`config.mk`:
```
export PLATFORM = sky130hd
export DESIGN_NAME = mem_access_unit_flat
export DESIGN_NICKNAME = d
export VERILOG_FILES = /design/src/rtl/mem_access_unit_pkg.sv /design/src/rtl/mem_access_unit_if.sv /design/src/rtl/mem_access_unit_lane_steer.sv /design/src/rtl/mem_access_unit.sv /design/src/flat_wrapper.sv
export SDC_FILE = /design/constraint.sdc
export NUM_CORES = 1
export LEC_CHECK = 0
export CORE_MARGIN = 10
export CORE_UTILIZATION = 30
export CTS_CLUSTER_SIZE = 25
export DETAILED_ROUTE_END_ITERATION = 7
export SLEW_MARGIN = 15
export SYNTH_ARGS = -nofsm -noshare
export SYNTH_HDL_FRONTEND = slang
export SYNTH_SLANG_ARGS = --single-unit
```
`constraint.sdc`:
```
create_clock -name clk -period 2.3 [get_ports clk]
set_clock_uncertainty 0.1 [all_clocks]
set_input_delay 0.46 -clock clk [delete_from_list [all_inputs] [get_ports clk]]
set_output_delay 0.46 -clock clk [all_outputs]
set_load 0.01 [all_outputs]
```
`src/rtl/mem_access_unit_pkg.sv`:
```
// Shared types and helpers for the MEM-stage data-memory access engine.
package mem_access_unit_pkg;

  typedef logic [1:0] mau_state_t;

  localparam mau_state_t MAU_IDLE = 2'd0;
  localparam mau_state_t MAU_PTR  = 2'd1;
  localparam mau_state_t MAU_DATA = 2'd2;
  localparam mau_state_t MAU_RESP = 2'd3;

  // Number of address bits that select a byte lane within one data word.
  function automatic int unsigned lane_bits(input int unsigned data_width);
    return $clog2(data_width / 8);
  endfunction

endpackage

```
`src/rtl/mem_access_unit_if.sv`:
```
// Pipeline request/response and data-memory bus bundle for mem_access_unit.
interface mem_access_unit_if #(
  parameter int unsigned DATA_WIDTH = 16,
  parameter int unsigned ADDR_WIDTH = 16,
  parameter int unsigned MAX_IND    = 1
);
  localparam int unsigned BYTES = DATA_WIDTH / 8;
  localparam int unsigned IND_W = $clog2(MAX_IND + 1);

  logic                  req_valid;
  logic                  req_ready;
  logic                  req_write;
  logic                  req_byte;
  logic [IND_W-1:0]      req_ind;
  logic [ADDR_WIDTH-1:0] req_addr;
  logic [DATA_WIDTH-1:0] req_wdata;
  logic                  flush;

  logic                  resp_valid;
  logic                  resp_err;
  logic [DATA_WIDTH-1:0] resp_rdata;
  logic [ADDR_WIDTH-1:0] resp_addr;
  logic                  stall;

  logic                  mem_read;
  logic                  mem_write;
  logic [ADDR_WIDTH-1:0] mem_address;
  logic [DATA_WIDTH-1:0] mem_wdata;
  logic [BYTES-1:0]      mem_byte_enable;
  logic [DATA_WIDTH-1:0] mem_rdata;
  logic                  mem_resp;

  // The access unit's view.
  modport slave (
    input  req_valid, req_write, req_byte, req_ind, req_addr, req_wdata, flush,
    input  mem_rdata, mem_resp,
    output req_ready, resp_valid, resp_err, resp_rdata, resp_addr, stall,
    output mem_read, mem_write, mem_address, mem_wdata, mem_byte_enable
  );

  // The pipeline and memory side.
  modport master (
    output req_valid, req_write, req_byte, req_ind, req_addr, req_wdata, flush,
    output mem_rdata, mem_resp,
    input  req_ready, resp_valid, resp_err, resp_rdata, resp_addr, stall,
    input  mem_read, mem_write, mem_address, mem_wdata, mem_byte_enable
  );

endinterface

```
`src/rtl/mem_access_unit_lane_steer.sv`:
```
// Byte-lane steering: store-side replication and lane mask, load-side byte extraction.
module mem_lane_steer #(
  parameter  int unsigned DATA_WIDTH = 16,
  localparam int unsigned BYTES      = DATA_WIDTH / 8,
  localparam int unsigned LSB        = $clog2(BYTES)
) (
  input  logic [7:0]            wbyte,
  input  logic [LSB-1:0]        lane,
  input  logic [DATA_WIDTH-1:0] rdata,
  output logic [DATA_WIDTH-1:0] rep_data_c,
  output logic [BYTES-1:0]      lane_mask_c,
  output logic [DATA_WIDTH-1:0] load_byte_c
);

  always_comb begin
    rep_data_c  = '0;
    lane_mask_c = '0;
    for (int unsigned i = 0; i < BYTES; i++) begin
      rep_data_c[i*8 +: 8] = wbyte;
      lane_mask_c[i]       = (lane == LSB'(i));
    end
    load_byte_c = DATA_WIDTH'(rdata[{lane, 3'b000} +: 8]);
  end

endmodule

```
`src/rtl/mem_access_unit.sv`:
```
// MEM-stage load/store engine with pointer-chase indirection and byte/word sizing.
module mem_access_unit
  import mem_access_unit_pkg::*;
#(
  parameter int unsigned DATA_WIDTH = 16,
  parameter int unsigned ADDR_WIDTH = 16,
  parameter int unsigned MAX_IND    = 1
) (
  input logic              clk,
  input logic              reset,
  mem_access_unit_if.slave bus
);

  localparam int unsigned BYTES = DATA_WIDTH / 8;
  localparam int unsigned LSB   = lane_bits(DATA_WIDTH);
  localparam int unsigned IND_W = $clog2(MAX_IND + 1);

  // Widths follow the instance parameters, so the request type lives here.
  typedef struct packed {
    logic                  write;
    logic                  byte_op;
    logic [IND_W-1:0]      ind;
    logic [ADDR_WIDTH-1:0] addr;
    logic [DATA_WIDTH-1:0] wdata;
  } lc3b_mem_req;

  mau_state_t            state_q, state_d;
  lc3b_mem_req           req_q, req_in;
  logic                  kill_q;
  logic                  resp_valid_q, resp_err_q;
  logic [DATA_WIDTH-1:0] resp_rdata_q;
  logic [ADDR_WIDTH-1:0] resp_addr_q;

  logic                  busy, kill_now, misaligned, ptr_load, resp_load, accept;
  logic [LSB-1:0]        lane;
  logic [DATA_WIDTH-1:0] rep_data, load_byte;
  logic [BYTES-1:0]      lane_mask;

  assign busy       = (state_q == MAU_PTR) || (state_q == MAU_DATA);
  assign kill_now   = kill_q || bus.flush;
  assign lane       = req_q.addr[LSB-1:0];
  assign misaligned = !req_q.byte_op && (lane != '0);
  assign accept     = (state_q == MAU_IDLE) && bus.req_valid;

  always_comb begin
    req_in         = '0;
    req_in.write   = bus.req_write;
    req_in.byte_op = bus.req_byte;
    req_in.ind     = bus.req_ind;
    req_in.addr    = bus.req_addr;
    req_in.wdata   = bus.req_wdata;
  end

  mem_lane_steer #(.DATA_WIDTH(DATA_WIDTH)) u_steer (
    .wbyte       (req_q.wdata[7:0]),
    .lane        (lane),
    .rdata       (bus.mem_rdata),
    .rep_data_c  (rep_data),
    .lane_mask_c (lane_mask),
    .load_byte_c (load_byte)
  );

  always_ff @(posedge clk) begin
    if (reset) state_q <= MAU_IDLE;
    else       state_q <= state_d;
  end

  // Next state; a pending or same-cycle flush turns completion into a silent return to IDLE.
  always_comb begin
    state_d   = state_q;
    ptr_load  = 1'b0;
    resp_load = 1'b0;
    case (state_q)
      MAU_IDLE: begin
        if (bus.req_valid) state_d = (bus.req_ind == '0) ? MAU_DATA : MAU_PTR;
      end
      MAU_PTR: begin
        if (bus.mem_resp) begin
          ptr_load = 1'b1;
          if (kill_now)                     state_d = MAU_IDLE;
          else if (req_q.ind == IND_W'(1)) state_d = MAU_DATA;
        end
      end
      MAU_DATA: begin
        if (misaligned || bus.mem_resp) begin
          state_d   = kill_now ? MAU_IDLE : MAU_RESP;
          resp_load = !kill_now;
        end
      end
      default: state_d = MAU_IDLE;
    endcase
  end

  // Memory bus is decoded from state and captured request so it holds until mem_resp.
  always_comb begin
    bus.mem_read                = 1'b0;
    bus.mem_write               = 1'b0;
    bus.mem_wdata               = '0;
    bus.mem_byte_enable         = '0;
    bus.mem_address             = req_q.addr;
    bus.mem_address[LSB-1:0]    = '0;
    case (state_q)
      MAU_PTR: bus.mem_read = 1'b1;
      MAU_DATA: begin
        if (!misaligned) begin
          if (req_q.write) begin
            bus.mem_write       = 1'b1;
            bus.mem_wdata       = req_q.byte_op ? rep_data : req_q.wdata;
            bus.mem_byte_enable = req_q.byte_op ? lane_mask : '1;
          end else begin
            bus.mem_read = 1'b1;
          end
        end
      end
      default: ;
    endcase
  end

  // The captured address doubles as the pointer; the ind field counts remaining levels.
  always_ff @(posedge clk) begin
    if (reset) begin
      req_q        <= '0;
      kill_q       <= 1'b0;
      resp_valid_q <= 1'b0;
      resp_err_q   <= 1'b0;
      resp_rdata_q <= '0;
      resp_addr_q  <= '0;
    end else begin
      resp_valid_q <= resp_load;
      if (accept) begin
        req_q  <= req_in;
        kill_q <= 1'b0;
      end else begin
        if (busy && bus.flush) kill_q <= 1'b1;
        if (ptr_load) begin
          req_q.addr <= bus.mem_rdata[ADDR_WIDTH-1:0];
          req_q.ind  <= req_q.ind - IND_W'(1);
        end
      end
      if (resp_load) begin
        resp_err_q  <= misaligned;
        resp_addr_q <= req_q.addr;
        if (req_q.write || misaligned) resp_rdata_q <= '0;
        else if (req_q.byte_op)        resp_rdata_q <= load_byte;
        else                           resp_rdata_q <= bus.mem_rdata;
      end
    end
  end

  assign bus.req_ready  = (state_q == MAU_IDLE);
  assign bus.stall      = bus.req_valid && (state_q != MAU_RESP);
  assign bus.resp_valid = resp_valid_q;
  assign bus.resp_err   = resp_err_q;
  assign bus.resp_rdata = resp_rdata_q;
  assign bus.resp_addr  = resp_addr_q;

endmodule
```
`src/flat_wrapper.sv`:
```
// flat-port wrapper written by rule: the top's interface ports become plain ports
module mem_access_unit_flat import mem_access_unit_pkg::*;
#(
  parameter int unsigned DATA_WIDTH = 16,
  parameter int unsigned ADDR_WIDTH = 16,
  parameter int unsigned MAX_IND    = 1
)
  (clk, reset, bus_req_valid, bus_req_write, bus_req_byte, bus_req_ind, bus_req_addr, bus_req_wdata, bus_flush, bus_mem_rdata, bus_mem_resp, bus_req_ready, bus_resp_valid, bus_resp_err, bus_resp_rdata, bus_resp_addr, bus_stall, bus_mem_read, bus_mem_write, bus_mem_address, bus_mem_wdata, bus_mem_byte_enable);
  mem_access_unit_if #(.DATA_WIDTH(DATA_WIDTH), .ADDR_WIDTH(ADDR_WIDTH), .MAX_IND(MAX_IND)) bus_i ();
  input logic clk;
  input logic reset;
  input wire logic [$bits(bus_i.req_valid)-1:0] bus_req_valid;
  input wire logic [$bits(bus_i.req_write)-1:0] bus_req_write;
  input wire logic [$bits(bus_i.req_byte)-1:0] bus_req_byte;
  input wire logic [$bits(bus_i.req_ind)-1:0] bus_req_ind;
  input wire logic [$bits(bus_i.req_addr)-1:0] bus_req_addr;
  input wire logic [$bits(bus_i.req_wdata)-1:0] bus_req_wdata;
  input wire logic [$bits(bus_i.flush)-1:0] bus_flush;
  input wire logic [$bits(bus_i.mem_rdata)-1:0] bus_mem_rdata;
  input wire logic [$bits(bus_i.mem_resp)-1:0] bus_mem_resp;
  output wire logic [$bits(bus_i.req_ready)-1:0] bus_req_ready;
  output wire logic [$bits(bus_i.resp_valid)-1:0] bus_resp_valid;
  output wire logic [$bits(bus_i.resp_err)-1:0] bus_resp_err;
  output wire logic [$bits(bus_i.resp_rdata)-1:0] bus_resp_rdata;
  output wire logic [$bits(bus_i.resp_addr)-1:0] bus_resp_addr;
  output wire logic [$bits(bus_i.stall)-1:0] bus_stall;
  output wire logic [$bits(bus_i.mem_read)-1:0] bus_mem_read;
  output wire logic [$bits(bus_i.mem_write)-1:0] bus_mem_write;
  output wire logic [$bits(bus_i.mem_address)-1:0] bus_mem_address;
  output wire logic [$bits(bus_i.mem_wdata)-1:0] bus_mem_wdata;
  output wire logic [$bits(bus_i.mem_byte_enable)-1:0] bus_mem_byte_enable;
  assign bus_i.req_valid = bus_req_valid;
  assign bus_i.req_write = bus_req_write;
  assign bus_i.req_byte = bus_req_byte;
  assign bus_i.req_ind = bus_req_ind;
  assign bus_i.req_addr = bus_req_addr;
  assign bus_i.req_wdata = bus_req_wdata;
  assign bus_i.flush = bus_flush;
  assign bus_i.mem_rdata = bus_mem_rdata;
  assign bus_i.mem_resp = bus_mem_resp;
  assign bus_req_ready = bus_i.req_ready;
  assign bus_resp_valid = bus_i.resp_valid;
  assign bus_resp_err = bus_i.resp_err;
  assign bus_resp_rdata = bus_i.resp_rdata;
  assign bus_resp_addr = bus_i.resp_addr;
  assign bus_stall = bus_i.stall;
  assign bus_mem_read = bus_i.mem_read;
  assign bus_mem_write = bus_i.mem_write;
  assign bus_mem_address = bus_i.mem_address;
  assign bus_mem_wdata = bus_i.mem_wdata;
  assign bus_mem_byte_enable = bus_i.mem_byte_enable;
  mem_access_unit #(.DATA_WIDTH(DATA_WIDTH), .ADDR_WIDTH(ADDR_WIDTH), .MAX_IND(MAX_IND)) u_core (.clk(clk), .reset(reset), .bus(bus_i));
endmodule
```
; ---- Word-level counts from Yosys, hierarchy flattened
; Cells that the tools add are included.
[totals]
register_bits = 72
latchBits = 0
mem_bits_rw = 0
rom_bits = 0
in_bits = 56
out_inout_bits = 72
memories = 0
[classes]
addsub = 1
mul = 0
div = 0
magnitude_cmp = 0
eq_ne = 7
shift = 1
n_mux = 30
n_bitwise = 1
n_reduce_logical = 14
[ops]
columns = op, count
row1 = two-way mux 16 bit, 6
row2 = two-way mux 17 bit, 2
row3 = two-way mux 2 bit, 11
row4 = indexed part select 16 x 5 -> 8 bit, 1
row5 = two-way mux 1 bit, 9
row6 = != test 2 bit (second input constant), 4
row7 = one-hot mux 2 bit (3 select lines), 1
row8 = logical AND 1 bit, 4
row9 = logical OR 1 bit, 4
row10 = AND reduction 4 bit, 1
row11 = != test 3 x 1 -> 1 bit (second input constant), 1
row12 = equality test 2 x 1 -> 1 bit (second input constant), 1
row13 = equality test 2 bit (second input constant), 1
row14 = zero test 1 bit, 2
row15 = zero test 2 bit, 1
row16 = one-hot mux 1 bit (2 select lines), 1
row17 = nonzero test 2 bit, 1
row18 = OR reduction 2 bit, 1
row19 = inverter 1 bit, 1
row20 = subtractor 1 bit (second input constant), 1

; ---- Depth between registers and ports, before layout
[logic_depth]
ltp_word = 5
depth_mapped = 7
ltp_nobuf = 6

; ---- By module
; From an unflattened synthesis, not the netlist that was laid out.
[hier_totals]
cells_unflattened = 490
hier_area_um2 = 3863.7
[by_module_without_submodules]
columns = module, n_inst, cells_each, area_per_inst_um2, seq_area_each_um2
row1 = mem_access_unit, 1, 454, 3537.1, 1441.4
row2 = mem_lane_steer, 1, 36, 326.6, 0.0

; ---- Least setup slack after synthesis
; Ideal clock, no wire load.
[synth_path]
kind = register to output
from = register u_core.state_q[0]
to = output bus_mem_wdata[0]
arrival_ns = 1.244
slack_ns = 0.496
path_stages_with_launch = 6
n_path_buf = 0
path_cell_list = dfxtp_1 inv_1 ha_1 nand3_2 inv_1 and2_1
[synth_via]
elab_chain_cells = 2
[synth_lines]
columns = item, line_no
row1 = start: declaration, mem_access_unit.sv:27  ; mau_state_t state_q, state_d;
row2 = start signal: assignment, mem_access_unit.sv:65  ; else state_q <= state_d;
row3 = equality test 2 bit, mem_access_unit.sv:102  ; case (state_q)
row4 = two-way mux 16 bit, mem_access_unit.sv:102
row5 = end: declaration, flat_wrapper.sv:30  ; output wire logic [$bits(bus_i.mem_wdata)-1:0] bus_mem_wdata;
; No other way between the ends.

; ---- Final worst setup path
[layout_path]
from = register u_core.state_q[0]
to = output bus_mem_read
[layout_via]
elab_chain_cells = 2
elab_cells_between_ends = 3
[layout_lines]
columns = item, line_no
row1 = equality test 2 bit / equality test 2 x 1 -> 1 bit (equally long branches), mem_access_unit.sv:102
row2 = one-hot mux 1 bit (2 select lines) (*), mem_access_unit.sv:102
row3 = end: declaration, flat_wrapper.sv:27  ; output wire logic [$bits(bus_i.mem_read)-1:0] bus_mem_read;
; Mark *: on every way between the ends. The rest lies on a longest branch, timed or not.

==> impl_metrics.ini <==
[cts]
cts_buffers = 9
ctsLongestPathBuffers = 2
postCtsSetupBuffers = 0
clkTransAtPathRegs_ns = 0.08
tritoncts = done
clockRootBuffer = clkbuf_8
insertion_delay_ns = 0.34
cts_htree_levels = 3
postCtsHoldBufs = 0
cts.sinks = 72

[timing]
period_share_pct = 96.98
maxSlewHeadroom_pct = 54.79
fmax_mhz = 448.3
maxSlewViolCount = 0
hold_viol = 0
fin_crit_ns = 2.231
setup_viol = 0
grt_setup_unrepaired = yes
tightest_slew_ns = 0.6782

[place]
hpwlAfterDp_microns = 8051
place.gp.congestion = 0.7746
place_area_sq_mm = 0.004628
port-buffer-count = 126

[pwr]
p_clk_share_pct = 25.5
intPower_uw = 2901
pwr-share-comb_pct = 37.6
p_per_area_mw_per_mm2 = 916.7
p_seq_share_pct = 36.9
p_leak_uw = 0.001901
peakVddDrop_mv = 0.4864
swShare_pct = 34.07
p_sw_uw = 1499

[floorplan]
core_sq_mm = 0.01042
die_area_sq_mm = 0.01537
ios = 128
die_y_microns = 124.0
start_util_pct = 31.14
rows = 37
dieWidth_microns = 124.0

[synth]
synth_xor_xnor_area_share_pct = 0.2701
synth.area.mux_share_pct = 5.594
synth_compound_area_share_pct = 16.47
synth_most_common_cell = nand2_1
synth_area_leaders = dfxtp_1 (44%), nand2_1 (12%), a21oi_1 (5.7%)
synth_nets = 458
yosys.area_share.simple_pct = 22.96
yosysTopAreaCellShare_pct = 44.44
synth_common_cells = nand2_1 (105), dfxtp_1 (72), nor2_1 (46)
synth_adder_area_share_pct = 2.315
synth_ff_type = dfxtp_1
syn_area_per_cell_sq_um = 8.190
synth_warnings = 0
ys_types = 37
synth_edf_count = 0
ys_seq_area_share_pct = 44.44
synth_top_area_cell = dfxtp_1
synth_top_family_by_area = simple AND/OR/NAND/NOR gates
ys_ff_latch = 72
synthesis.area_sq_mm = 0.003243
synth_cells = 396
async_flop_share_pct = 0

[layout]
insertedDiodeCount = 0
final_area_sq_mm = 0.004800
final_util_pct = 46.08
syn2layout_area_growth_pct = 47.99
layout-drive-gt1-share_pct = 10.10
nets = 572

[worst_setup_path]
cp_max_fo = 5
crit_arrival_ns = 1.67
r2r_setup_slack_ns = 0.43
startpoint_type = register
r2r_cells = 7
r2r_end = u_core.state_q[0]
worstSetupEndpointType = primary output
crit_required_ns = 1.74
reg2reg_from = u_core.state_q[1]
path_class = reg -> out

[grt]
grt_max_degree = 43
grt_pass1_wl_microns = 16950
globalRouteOverflowTotal = 0
grt_usage_pct = 14.07
grt_pass1_vias = 3072
antenna_found_initial = 0

[routing]
drtAntennaViolNets = 0
first_pass_iters = 4
drtIter0Drc = 132
drc = 0
wl_per_cell_microns = 16.53
wirelength_microns = 10760
viasPerCell = 4.653
vias = 3029

[outcome]
outcome = completed

[flow_run]
cap_violations = 0

[hold_path]
hp-class = reg -> reg
whs_endpoint = u_core.bus.resp_addr[5]
hold_start = u_core.bus.resp_addr[5]
whs_path_depth = 2
==> per-layer routing <==
layer / track usage, % / up-vias / part of all wire [%]
met5: 0 / - / 0
met4: 4.101 / 0 / 1.0
met3: 5.068 / 10 / 7.6
met2: 22.52 / 71 / 47
met1: 17.44 / 1406 / 44
li1: - / 1542 / -
==> cell type report <==
cell class,count,area (sq um)
Tap cell,136,170.2
Timing Repair Buffer,143,1390
Clock buffer,11,141.4
Inverter,6,25.02
Clock inverter,5,80.08
Sequential cell,72,1443
Fill cell,1070,5617
Multi-Input combinational cell,278,1550
==> state kept, by name (all words and copies together) (netlist names) <==
register and count:
u_core.bus.mem_address 15, u_core.bus.resp_addr 16, u_core.bus.resp_err 1, u_core.bus.resp_rdata 16, u_core.bus.resp_valid 1, u_core.kill_q 1
u_core.lane 1, u_core.req_q 19, u_core.state_q 2
==> power by group through the flow <==
stage / clock [uW] / sequential [uW] / combinational (uW)
finish: 1120 / 1620 / 1650
global route: 1210 / 1660 / 1830
CTS: 1160 / 1620 / 1680
detailed placement: 0 / 1650 / 1690
global placement: 0 / 1640 / 1670
floorplan: 0 / 1640 / 1020
==> cells by family (layout without fill, tap and decap cells) <==
| group | count (synthesis) | count (layout) |
|---|---|---|
| and+or+nand+nor | 174 | 174 |
| muxes | 18 | 18 |
| other | 1 | 1 |
| DFF | 72 | 72 |
| AOI/OAI and AO/OA | 78 | 78 |
| buffers and inverters | 46 | 165 |
| xor gates and xnor gates | 1 | 1 |
| adders and majority gates | 6 | 6 |
==> critical path, stage by stage (launching register included) <==
cell and delay, ns:
dfxtp_2 0.36, inv_1 0.06, ha_2 0.20, buf_4 0.15
nand2_1 0.08, nor2_1 0.05, o21a_1 0.15, dlygate4sd2_1 0.28
==> layout by cell type, fill, tap and decap left out, types with 2 or more instances in the layout <==
master and n:
nand2_1 105, clkdlybuf4s50_1 104, dfxtp_1 71, nor2_1 46
a21oi_1 37, mux2i_1 17, a311oi_1 16, buf_4 12
dlygate4sd2_1 11, clkbuf_8 10, and2_1 9, a22oi_1 9
clkbuf_2 9, a2bb2oi_1 8, inv_1 5, ha_1 5
buf_12 5, nand2b_1 3, nor2b_1 2, nor3_1 2
bufinv_16 2, clkinvlp_4 2
==> how the worst max path moves through the flow <==
stage | startpoint | to | slack, ns | cells after the start
4_1_cts | u_core.state_q[0] | bus_mem_read | 0.006 | 7
5_1_grt | u_core.state_q[0] | bus_mem_read | -0.05 | 7
3_3_place_gp | bus_req_valid | bus_stall | 0.04 | 4
3_5_place_dp | bus_req_valid | bus_stall | 0.07 | 4
2_1_floorplan | u_core.state_q[0] | bus_mem_wdata[0] | 0.50 | 5
6_report | u_core.state_q[0] | bus_mem_read | 0.07 | 7
==> stage by stage <==
| stage | TNS (ns) | setup WS, ns | power, uW | hold WS [ns] | cells |
|---|---|---|---|---|---|
| 4_1_cts | 0 | 0.006023 | 4466 | 0.3579 | 651 |
| 5_1_grt | -0.04931 | -0.04931 | 4699 | 0.3740 | 651 |
| 3_3_place_gp | 0 | 0.03892 | 3312 | 0.3423 | 635 |
| 2_1_floorplan | 0 | 0.4956 | 2652 | 0.3357 | 396 |
| 6_report | 0 | 0.06938 | 4400 | 0.3547 | 651 |
| 3_5_place_dp | 0 | 0.06704 | 3338 | 0.3469 | 635 |
==> timing repair <==
item / 4_1_cts / 5_1_grt
endpoints found under the hold margin: 0 / 0
pin swaps: 0 / 0
setup endpoints to repair: 20 / 15
gates resized for setup: 23 / 20
Power figures use the tool's default switching activity.
